**src/rtl/rr_arb_pkg.sv**
```systemverilog
// Shared types and helpers for the round-robin arbitrating mux.
package rr_arb_pkg;

    typedef enum logic [0:0] {IDLE, LOCKED} arb_state_e;

    // Index width for n channels, never below one bit.
    function automatic int unsigned idx_width(input int unsigned n);
        return (n > 1) ? $clog2(n) : 1;
    endfunction

endpackage

```
**src/rtl/rr_arbiter.sv**
```systemverilog
// Combinational round-robin arbiter with an optional lock onto one channel.
module rr_arbiter
    import rr_arb_pkg::*;
#(
    parameter int unsigned N = 4
) (
    input  logic [N-1:0]              req,
    input  logic [idx_width(N)-1:0]   ptr,
    input  logic                      lock_en,
    input  logic [idx_width(N)-1:0]   lck,
    output logic [N-1:0]              gnt,
    output logic [idx_width(N)-1:0]   gnt_idx
);

    localparam int unsigned IW = idx_width(N);

    logic          found;
    logic [IW-1:0] cand;

    always_comb begin
        gnt     = '0;
        gnt_idx = '0;
        found   = 1'b0;
        cand    = '0;
        if (lock_en) begin
            if (req[lck]) begin
                gnt[lck] = 1'b1;
                gnt_idx  = lck;
            end
        end else begin
            // Search upward from the channel after the last one served.
            for (int k = 1; k <= int'(N); k++) begin
                cand = IW'((int'(ptr) + k) % int'(N));
                if (!found && req[cand]) begin
                    found     = 1'b1;
                    gnt[cand] = 1'b1;
                    gnt_idx   = cand;
                end
            end
        end
    end

endmodule

```
**src/rtl/rr_arb_mux.sv**
```systemverilog
// N-to-1 round-robin mux with a one-beat output register and optional packet locking.
module rr_arb_mux
    import rr_arb_pkg::*;
#(
    parameter int unsigned WIDTH    = 8,
    parameter int unsigned N        = 4,
    parameter int unsigned PKT_MODE = 0
) (
    input  logic                    clk,
    input  logic                    reset_n,
    input  logic [N-1:0]            in_valid,
    input  logic [WIDTH-1:0]        in_data [N],
    input  logic [N-1:0]            in_last,
    output logic [N-1:0]            in_ready,
    output logic                    out_valid,
    output logic [WIDTH-1:0]        out_data,
    output logic [$clog2(N)-1:0]    out_sel,
    output logic                    out_last,
    input  logic                    out_ready
);

    localparam int unsigned IW = idx_width(N);

    arb_state_e    state_q;
    logic [IW-1:0] ptr_q;
    logic [IW-1:0] lck_q;
    logic [N-1:0]  gnt;
    logic [IW-1:0] gnt_idx;
    logic          slot_free;
    logic          lock_en;
    logic          in_xfer;

    assign slot_free = !out_valid || out_ready;
    assign lock_en   = (PKT_MODE != 0) && (state_q == LOCKED);

    rr_arbiter #(
        .N (N)
    ) u_arbiter (
        .req     (in_valid),
        .ptr     (ptr_q),
        .lock_en (lock_en),
        .lck     (lck_q),
        .gnt     (gnt),
        .gnt_idx (gnt_idx)
    );

    // Grants are already masked by in_valid; gate on slot and reset.
    assign in_ready = (slot_free && reset_n) ? gnt : '0;
    assign in_xfer  = |in_ready;

    always_ff @(posedge clk) begin
        if (!reset_n) begin
            out_valid <= 1'b0;
            out_data  <= '0;
            out_sel   <= '0;
            out_last  <= 1'b0;
            ptr_q     <= IW'(N - 1);
            state_q   <= IDLE;
            lck_q     <= '0;
        end else if (in_xfer) begin
            out_valid <= 1'b1;
            out_data  <= in_data[gnt_idx];
            out_sel   <= gnt_idx;
            out_last  <= (PKT_MODE != 0) ? in_last[gnt_idx] : 1'b1;
            ptr_q     <= gnt_idx;
            if (PKT_MODE != 0) begin
                unique case (state_q)
                    IDLE: begin
                        if (!in_last[gnt_idx]) begin
                            state_q <= LOCKED;
                            lck_q   <= gnt_idx;
                        end
                    end
                    LOCKED: begin
                        if (in_last[gnt_idx]) begin
                            state_q <= IDLE;
                        end
                    end
                    default: state_q <= IDLE;
                endcase
            end
        end else if (out_valid && out_ready) begin
            out_valid <= 1'b0;
        end
    end

endmodule

```
**config.mk**
```make
export PLATFORM = sky130hd
export DESIGN_NAME = rr_arb_mux
export DESIGN_NICKNAME = d
export VERILOG_FILES = /design/src/rtl/rr_arb_pkg.sv /design/src/rtl/rr_arbiter.sv /design/src/rtl/rr_arb_mux.sv
export SDC_FILE = /design/constraint.sdc
export NUM_CORES = 1
export LEC_CHECK = 0
export CORE_UTILIZATION = 45
export CTS_BUF_LIST = sky130_fd_sc_hd__clkbuf_4
export DETAILED_ROUTE_END_ITERATION = 10
export HOLD_SLACK_MARGIN = 0.05
export MAX_ROUTING_LAYER = met4
export PLACE_DENSITY = 0.81
export SYNTH_ARGS = -nofsm -noshare
export SYNTH_HDL_FRONTEND = slang
export SYNTH_HIERARCHICAL = 1
export SYNTH_SLANG_ARGS = --single-unit
```
**constraint.sdc**
```tcl
create_clock -name clk -period 8.7 [get_ports clk]
set_input_delay 1.74 -clock clk [delete_from_list [all_inputs] [get_ports clk]]
set_output_delay 1.74 -clock clk [all_outputs]
set_load 0.01 [all_outputs]
```
==> run metrics <==
synthesized flop and latch total=14; worst-case reg-to-reg path depth=10; WL final=about 4000 um; worst-path fanout max=11; CP Capture Type=primary output; Commonest cells post-synth=dfxtp_1, inv_1, nand2_1; # port buffers=between 50 and 60; PD cells=214 nW/um^2; vias in the first global route=around 1400; reg2reg setup slack=4.56 ns; Post-synth EDFFs=0; die span in x=just under 60 um; Relative slew margins=about two fifths; # DRC=0; status=complete, no violations; cell row count=20; post-CTS setup buffers=0; Resized Gates After CTS=0; layout cell share with drive strength beyond 1=12.8%; routed vias/inst=around 5.6; most frequent cell after synthesis=dfxtp_1; Cells after Synth=160; crit path DAT=around 4.5 ns; CP endpoint=in_ready[2]; dpl cells=259; top cells by area, synth=dfxtp_1, mux4_2, ha_1; ant diodes=0; Clock transition at path regs=roughly 0.09 ns; YS warnings=6; CTS tree=built; gr ovfl total=0; Post-CTS Hold Buffers=0; final period utilization=between 70% and 80%; Reg-to-Reg Start=ptr_q[0]; total track usage=about a quarter; Final HPWL DP=3120 um; overall power=roughly 440 uW; Post-Syn Area=1440 um^2; Worst Hold Class=reg -> reg; fin nets=271; Starting Density=47.4%; clk buf depth=2; critical path type=in -> out; Vias=approximately 1500; antenna-violating nets left=0; Placer Congestion=around 0.87; final max-slew violation count=0; setup_tns=0 ns; RSZ-0062 raised after global routing=false; H-tree levels=1; Root Driver=clkbuf_4; CP startpoint=in_valid[0]; Fmax=0.161 GHz; reg2reg end=out_data[0]; Mean Syn Cell Area=approximately 9 um^2; Final Critical Period=just over 6 ns; CTS sink count=14; CP startpoint kind=input port; worst hold stages=2; worst path required time=slightly below 7 ns; drt first pass iters=4; Die Y=just under 60 um; Setup-failing EPs final=0; Worst-Margin Slew=between 0.8 and 0.9 ns; Fin. Hold Viols=0; Clk Latency, worst-skew pair=between 0.2 and 0.3 ns; final std cells w/o fill=around 260; sequential share of the synthesized area=about a fifth; initial antenna violation count=0; commonest register cell after synthesis=dfxtp_1; ys async rst share=0%; Initial DRC Count=85; hold slack=~0.46 ns; Avg WL per Cell=approximately 15 um; Core Footprint=3030 um^2; Yosys top cell area share=19.5%; Peak VDD IR=0.119 mV; Cell variety after synth=48; Area growth, synth to finish=41.7%; Die ar.=~3400 um^2; first-pass GRT wire length=around 6500 um; largest net degree at the start of global routing=27; clk_skew=about 0.0019 ns; I/O Pins=59; Leak=between 0.7 and 0.8 nW; Max-cap violations=0; cell taking the most area after synthesis=dfxtp_1; clock buffer count from CTS=3
## critical path, cell delays in order
cell and delay, ns:
clkdlybuf4s50_1 0.60, mux2_2 0.37, mux2i_2 0.42, nor3b_2 0.36, a221o_1 0.26, and3_1 0.17, clkdlybuf4s50_1 0.55
## cell type report
cell class / count / area (um^2)
Inverter: 15 / 56.3
Multi-Input combinational cell: 130 / 1060
Fill cell: 251 / 992
Tap cell: 44 / 55.1
Timing Repair Buffer: 56 / 556
Sequential cell: 14 / 280
Clock buffer: 3 / 22.5
Clock inverter: 1 / 3.75
## stage by stage
stage	setup WS (ns)	util [%]	instance area, um^2
2_1_floorplan	3.72	-	1490
3_3_place_gp	2.56	66.4	2010
3_5_place_dp	2.48	66.4	2010
4_1_cts	2.48	67.2	2040
5_1_grt	2.29	67.2	2040
6_report	2.49	67.2	2040
## worst min path at each step
stage	startpoint	end	slack [ns]
final	out_data[4]	out_data[4]	0.46
after global routing	out_data[5]	out_data[5]	0.48
after CTS	out_data[7]	out_data[7]	0.46
after detailed placement	out_data[7]	out_data[7]	0.45
after global placement	out_data[2]	out_data[2]	0.44
after floorplan	out_data[0]	out_data[0]	0.47
## registers in the layout, indices dropped and copies added, names as in the netlist
| register | cells |
|---|---|
| out_last | 1 |
| out_data | 8 |
| out_sel | 2 |
| out_valid | 1 |
| ptr_q | 2 |
## kinds of logic after synthesis
logic type	Yosys count	share of synthesized area (%)
compound gates	35	18.9
fa+ha+maj	8	6.97
buf+inv	29	9.93
flops	14	19.5
mux	16	20.6
other cells	1	0.261
simple gates	57	23.9
## layout by cell type, fill, tap and decap left out, drive strengths merged, types with 2 or more instances in the layout
cell / netlist / layout
conb: 1 / 14
clkbuf: 3 / 3
nand4: 10 / 10
nor3: 5 / 5
ha: 8 / 8
o21a: 2 / 2
nand3: 6 / 6
inv: 14 / 14
mux2i: 4 / 4
dfxtp: 14 / 14
mux4: 10 / 10
clkdlybuf4s50: 0 / 54
a211oi: 2 / 2
o211ai: 2 / 2
a21oi: 5 / 5
a221o: 4 / 4
nor2: 6 / 6
mux2: 2 / 2
nand2: 13 / 13
and3: 5 / 5
clkinv: 1 / 2
o221ai: 4 / 4
o31ai: 2 / 2
nor2b: 2 / 2
o21ai: 11 / 11
buf: 11 / 2
## metal layers
metal / global-route usage (%) / share of wire, % / wire, um
met5: - / 0 / 0
met2: 45.3 / 53 / 2070
met3: 2.86 / 4.6 / 181
met1: 29.1 / 41 / 1600
met4: 8.84 / 1.9 / 74
## power breakdown
part	total (mW)	internal (mW)	leakage (nW)	switching, mW
clock	0.0402	0.0167	0.0154	0.0235
sequential	0.112	0.0877	0.116	0.0243
combinational	0.283	0.146	0.658	0.137
Note: power is estimated with default switching activity, not from simulation.
